<file path="config.mk">
export PLATFORM = sky130hd
export DESIGN_NAME = rijndael_shift_rows_pipe
export DESIGN_NICKNAME = d
export VERILOG_FILES = /design/src/rtl/rijndael_pkg.sv /design/src/rtl/rijndael_shift_rows_comb.sv /design/src/rtl/rijndael_shift_rows_pipe.sv
export SDC_FILE = /design/constraint.sdc
export NUM_CORES = 1
export LEC_CHECK = 0
export BUFFER_PORTS_ARGS = -buffer_cell sky130_fd_sc_hd__buf_2
export CAP_MARGIN = 20
export CELL_PAD_IN_SITES_DETAIL_PLACEMENT = 1
export CELL_PAD_IN_SITES_GLOBAL_PLACEMENT = 1
export CORE_MARGIN = 2
export CORE_UTILIZATION = 38
export CTS_BUF_LIST = sky130_fd_sc_hd__clkbuf_8
export CTS_CLUSTER_DIAMETER = 40
export DETAILED_ROUTE_END_ITERATION = 12
export GPL_TIMING_DRIVEN = 0
export PLACE_DENSITY = 0.95
export SYNTH_ARGS = -nofsm -noshare
export SYNTH_HDL_FRONTEND = slang
export SYNTH_SLANG_ARGS = --single-unit
</file>
<file path="constraint.sdc">
create_clock -name i_Clk -period 2.79 [get_ports i_Clk]
set_input_delay 0.279 -clock i_Clk [delete_from_list [all_inputs] [get_ports i_Clk]]
set_output_delay 0.279 -clock i_Clk [all_outputs]
set_load 0.05 [all_outputs]
</file>
<file path="src/rtl/rijndael_pkg.sv">
// Shared constants and helpers for the Rijndael ShiftRows datapath:
// state geometry, row rotation offsets and the byte-index map used by
// every module that reorders state bytes.
package rijndael_pkg;

   // A Rijndael state always has four rows; only the column count varies.
   localparam int ROWS = 4;

   // Column counts the unit supports: 128-, 192- and 256-bit blocks.
   function automatic bit nb_is_legal(input int nb);
      return (nb == 4) || (nb == 6) || (nb == 8);
   endfunction

   // Left-rotation applied to row r. The 256-bit block widens the
   // rotation of rows 2 and 3 by one column so that no two rows share a
   // diffusion pattern; narrower blocks rotate row r by r.
   function automatic int rot_off(input int nb, input int r);
      if ((nb == 8) && (r >= 2)) begin
         return r + 1;
      end
      return r;
   endfunction

   // Byte position inside the column-major state: byte 0 is the most
   // significant byte of the bus, and each column is four consecutive bytes.
   function automatic int byte_idx(input int r, input int c);
      return (ROWS * c) + r;
   endfunction

endpackage

</file>
<file path="src/rtl/rijndael_shift_rows_comb.sv">
// Purely combinational ShiftRows / InvShiftRows byte permutation.
// encrypt = 1 rotates every row left by its offset, encrypt = 0 rotates it
// right by the same amount. All byte positions are elaboration constants,
// so the result is one 2:1 byte mux per state byte and nothing else.
module rijndael_shift_rows_comb
   import rijndael_pkg::*;
#(
   parameter int NB = 4
) (
   input  logic [32*NB-1:0] data,
   input  logic             encrypt,
   output logic [32*NB-1:0] result
);

   localparam int W = 32 * NB;

   for (genvar c = 0; c < NB; c++) begin : g_col
      for (genvar r = 0; r < ROWS; r++) begin : g_row
         localparam int OFF = rot_off(NB, r);
         localparam int DST = byte_idx(r, c);
         // Forward rotation reads from OFF columns to the right; the
         // inverse reads from OFF columns to the left, wrapping at NB.
         localparam int FWD = byte_idx(r, (c + OFF) % NB);
         localparam int INV = byte_idx(r, (c - OFF + NB) % NB);

         assign result[W-1-8*DST -: 8] = encrypt ? data[W-1-8*FWD -: 8]
                                                 : data[W-1-8*INV -: 8];
      end
   end

endmodule

</file>
<file path="src/rtl/rijndael_shift_rows_pipe.sv">
// Pipelined Rijndael ShiftRows / InvShiftRows stage with valid/ready
// handshake, placed between SubBytes and MixColumns in the round datapath.
//
// The permutation is evaluated in front of stage 1; further stages are
// plain delay. Every stage is a one-entry skid-free register whose ready
// is "empty or draining", so bubbles collapse and back-pressure from the
// consumer ripples straight through to o_Ready.
//
// Build option: define SHIFTROW_SELFCHECK_EN to carry the original input
// and direction alongside each word and check, at the output, that the
// inverse permutation of o_Data reproduces it. A mismatch on a valid
// output sets the sticky o_Err. Without the macro o_Err is tied to 0 and
// no sideband logic exists.
module rijndael_shift_rows_pipe
   import rijndael_pkg::*;
#(
   parameter  int NB      = 4,
   parameter  int LATENCY = 1,
   localparam int W       = 32 * NB
) (
   input  logic         i_Clk,
   input  logic         i_Rst,
   input  logic         i_Valid,
   output logic         o_Ready,
   input  logic [W-1:0] i_Data,
   input  logic         i_fEncrypt,
   output logic         o_Valid,
   input  logic         i_Ready,
   output logic [W-1:0] o_Data,
   output logic         o_Err
);

   if (!nb_is_legal(NB)) begin : g_bad_nb
      $fatal(1, "rijndael_shift_rows_pipe: NB must be 4, 6 or 8");
   end

   if ((LATENCY < 1) || (LATENCY > 3)) begin : g_bad_latency
      $fatal(1, "rijndael_shift_rows_pipe: LATENCY must be 1..3");
   end

   // Permuted input word, ready to be captured by stage 1.
   logic [W-1:0] perm_data;

   // Stage registers; index 0 is stage 1 and index LATENCY-1 drives o_Data.
   logic [LATENCY-1:0]        stage_valid;
   logic [LATENCY-1:0][W-1:0] stage_data;
   logic [LATENCY-1:0]        stage_ready;

   // Chains view the pipe as LATENCY+1 taps: tap 0 is the upstream input,
   // tap s+1 is the output of stage s, tap LATENCY is the module output.
   // Stage s therefore always loads from tap s.
   logic [LATENCY:0]          chain_valid;
   logic [LATENCY:0][W-1:0]   chain_data;

   rijndael_shift_rows_comb #(
      .NB      (NB)
   ) u_perm (
      .data    (i_Data),
      .encrypt (i_fEncrypt),
      .result  (perm_data)
   );

   assign chain_valid = {stage_valid, i_Valid};
   assign chain_data  = {stage_data, perm_data};

   assign o_Valid = chain_valid[LATENCY];
   assign o_Data  = chain_data[LATENCY];
   assign o_Ready = stage_ready[0];

   // Ready ripples backwards from the consumer: a stage may load when it
   // is empty or when its current word is leaving this cycle.
   always_comb begin
      logic ready_acc;
      stage_ready = '0;
      ready_acc   = i_Ready;
      for (int s = LATENCY - 1; s >= 0; s--) begin
         ready_acc      = !stage_valid[s] || ready_acc;
         stage_ready[s] = ready_acc;
      end
   end

   // Pipeline advance: each stage that may load takes its upstream tap.
   // A full stage that emits and accepts in the same cycle keeps valid=1.
   always_ff @(posedge i_Clk) begin
      if (i_Rst) begin
         // NOTE: the data registers are cleared as well because o_Data must
         // read zero after reset; these are ordinary flops, not a RAM.
         stage_valid <= '0;
         stage_data  <= '0;
      end else begin
         for (int s = 0; s < LATENCY; s++) begin
            if (stage_ready[s]) begin
               // NOTE: non-blocking updates make every stage sample its
               // neighbour's pre-edge value, so the loop shifts instead of
               // letting one word fall through several stages in one cycle.
               stage_valid[s] <= chain_valid[s];
               // Payload only moves with a real word, so idle bubbles
               // leave the data registers untouched.
               if (chain_valid[s]) begin
                  stage_data[s] <= chain_data[s];
               end
            end
         end
      end
   end

`ifdef SHIFTROW_SELFCHECK_EN
   // Sideband carried next to each word: the unpermuted input and the
   // direction it was permuted in.
   logic [LATENCY-1:0][W-1:0] stage_orig;
   logic [LATENCY-1:0]        stage_enc;
   logic [LATENCY:0][W-1:0]   chain_orig;
   logic [LATENCY:0]          chain_enc;
   logic [W-1:0]              restored;
   logic                      err_q;

   assign chain_orig = {stage_orig, i_Data};
   assign chain_enc  = {stage_enc, i_fEncrypt};

   // Undo the permutation at the output: run the opposite direction on
   // o_Data and expect the carried original back.
   rijndael_shift_rows_comb #(
      .NB      (NB)
   ) u_check (
      .data    (o_Data),
      .encrypt (!chain_enc[LATENCY]),
      .result  (restored)
   );

   // Sideband registers follow exactly the same load rule as the datapath.
   always_ff @(posedge i_Clk) begin
      if (i_Rst) begin
         stage_orig <= '0;
         stage_enc  <= '0;
      end else begin
         for (int s = 0; s < LATENCY; s++) begin
            if (stage_ready[s] && chain_valid[s]) begin
               stage_orig[s] <= chain_orig[s];
               stage_enc[s]  <= chain_enc[s];
            end
         end
      end
   end

   // Sticky error: any valid output whose inverse differs from the carried
   // input latches o_Err until the next reset.
   always_ff @(posedge i_Clk) begin
      if (i_Rst) begin
         err_q <= 1'b0;
      end else if (o_Valid && (restored != chain_orig[LATENCY])) begin
         err_q <= 1'b1;
      end
   end

   assign o_Err = err_q;
`else
   assign o_Err = 1'b0;
`endif

endmodule

</file>
==> flow_metrics.tcl <==
set metrics [dict create \
    status "completed" \
    final_nets 925 \
    h-tree-depth 4 \
    cts_hold_repair.buffers 0 \
    cp-startpoint "o_Valid" \
    num_vias 5202 \
    syn-num-nets 646 \
    die_area_um2 15400 \
    clock-root-buffer "clkbuf_8" \
    crit_fanout 10 \
    gr-total-overflow 0 \
    pin_count 264 \
    share_seq_of_total_power_pct 43.7 \
    hold_class "in2reg" \
    synth.avg_cell_area_um2 10.7 \
    worstPathArrival_ns 1.72 \
    clock_latency_ns 0.46 \
    fillers 1679 \
    setup_violations 0 \
    via_per_inst 5.28 \
    grt_pass1_vias 5469 \
    final_cell_mix "buf_2 (288), dfxtp_1 (129), a21oi_1 (65)" \
    p_int_mw 3.05 \
    layout_min_cycle_time_ns 2.00 \
    synth-seq-cells 129 \
    gr-usage-all-layers_pct 25.5 \
    synthToLayoutAreaGrowth_pct 34.7 \
    synth_cell_type_count 17 \
    leakage_nw 3.55 \
    io_buffers 260 \
    setup.worst_path.start_class "flip-flop" \
    worst_slew_pin_slew_ns 0.514 \
    p_switching_mw 1.58 \
    holdWs_ns 0.0758 \
    dp_hpwl_um 14400 \
    finalSetupTns_ns 0 \
    fin_skew_ns 0.0169 \
    core_um2 14000 \
    synth-seq-area-share_pct 47.2 \
    cts_resized 0 \
    holdPathEnd "o_Data[127]" \
    ys_warn_count 0 \
    power_frac_clock_pct 32.9 \
    combPwrFrac_pct 23.4 \
    cts_tree "done" \
    netlist_area_um2 5470 \
    antenna_found_initial 1 \
    first_iter_violations 172 \
    power_density_nw_per_um2 629 \
    reg2reg_to "o_Data[21]" \
    ff2ff_path_depth 5 \
    slew_headroom_pct 65.7 \
    clock.fmax_mhz 500 \
    grt_pass1_wl_um 29300 \
    rrSetupSlack_ns 1.35 \
    drtAntennaViolNets 0 \
    switching_share_pct 34.2 \
    fin_cells 986 \
    post-cts-setup-buffers 0 \
    r2r_start "o_Valid" \
    clkTransAtPathRegs_ns 0.08 \
    grt_max_degree 17 \
    die_w_um 124 \
    drtPass1Iterations 5 \
    postSynthCellCount 513 \
    drc 0 \
    netlist.area_leader.share_pct 47.2 \
    wl_per_cell_um 20.0 \
    hold_path.startpoint "i_Data[127]" \
    maxCapViolations 0 \
    rsz0062_at_grt "false" \
    period_share_pct 71.7 \
    dp.cells 953 \
    drive_gt1_share_pct 49.4 \
    yosysTopAreaCell "dfxtp_1" \
    ir_drop_mv 0.482 \
    synth.top_cells.by_area "dfxtp_1 (47%), a21bo_2 (12%), mux2i_1 (12%)" \
    wl_um 19700 \
    path_class "reg2out" \
    fp-row-count 43 \
    endpoint_kind "primary output" \
    clockBufferDepth 2 \
    worstPathRequired_ns 2.51 \
    hold_depth 3 \
    final_max_slew_viol_count 0 \
    die_h_um 124 \
    hold_viol 0 \
    numClockSinks 129 \
    cts_buffers 17 \
    start_util_pct 39.1 \
    layout_commonest_cell "buf_2" \
    gp_congestion 0.816 \
]
## worst max-delay path: stages (launching register included)
cell and delay (ns):
dfxtp_1 0.35, nand2b_4 0.07, buf_6 0.12, buf_6 0.15, buf_2 0.25, buf_2 0.32
## Yosys cell counts (all sizes together)
| master | count |
|---|---|
| buf | 45 |
| o2bb2ai | 64 |
| a21oi | 66 |
| nand3b | 1 |
| conb | 1 |
| nand3 | 64 |
| clkbuf | 13 |
| a21bo | 64 |
| inv | 1 |
| mux2i | 64 |
| dfxtp | 129 |
| nand2b | 1 |
## registers in the layout, indices dropped and copies added (netlist names)
signal and flops:
o_Valid 1, o_Data 128
## power groups by stage
stage                     Clock [mW]  Combinational [mW]  Sequential [mW]
after floorplan                    0               0.333             2.47
after global placement             0                1.06             2.05
after detailed placement           0                1.08             2.06
after CTS                       1.54                1.09             2.02
after global routing            1.64                1.15             2.04
final                           1.53                1.08             2.02
## stage by stage
| stage | cell area, um^2 | utilization (%) | power (mW) | worst slack [ns] |
|---|---|---|---|---|
| finish | 7370 | 52.7 | 4.63 | 0.788 |
| floorplan | 5470 | - | 2.80 | 1.25 |
| global route | 7360 | 52.6 | 4.82 | 0.700 |
| detailed placement | 6990 | 50.0 | 3.14 | 1.20 |
| CTS | 7360 | 52.6 | 4.65 | 0.759 |
| global placement | 6990 | 50.0 | 3.11 | 1.19 |
## layout make-up
type	count	area, um^2	share of cell area (%)
Multi-Input combinational cell	325	2530	34.4
Buffer	58	347	4.71
Tap cell	180	225	3.06
Clock inverter	12	93.8	1.27
Sequential cell	129	2580	35.1
Clock buffer	20	275	3.74
Timing Repair Buffer	260	1300	17.7
Inverter	1	3.75	0.0510
Antenna cell	1	2.50	0.0340
## metal layers
metal,vias to the layer above,GRT usage (%),share of wire [%]
met5,-,0,0.091
met1,2495,25.4,37
met2,216,47.3,52
met4,2,11.0,2.0
met3,33,9.34,8.8
li1,2456,-,-
## kinds of logic (layout without fill, tap and decap cells)
kind of cell           count (synthesis)  after routing  share of synthesized area, %
flip-flops                           129            129                          47.2
multiplexers                          64             64                          11.7
AO/OA/AOI/OAI                        194            194                          28.3
buffers and inverters                 59            351                          6.41
other                                  1              2                        0.0686
AND/OR/NAND/NOR                       66             66                          6.25
## how the worst max path moves through the flow
stage	end	slack, ns
finish	o_Ready	0.79
global route	o_Ready	0.70
CTS	o_Ready	0.76
detailed placement	o_Ready	1.20
global placement	o_Ready	1.19
floorplan	o_Data[104]	1.25
No activity file was read; power rests on OpenSTA's default activity.
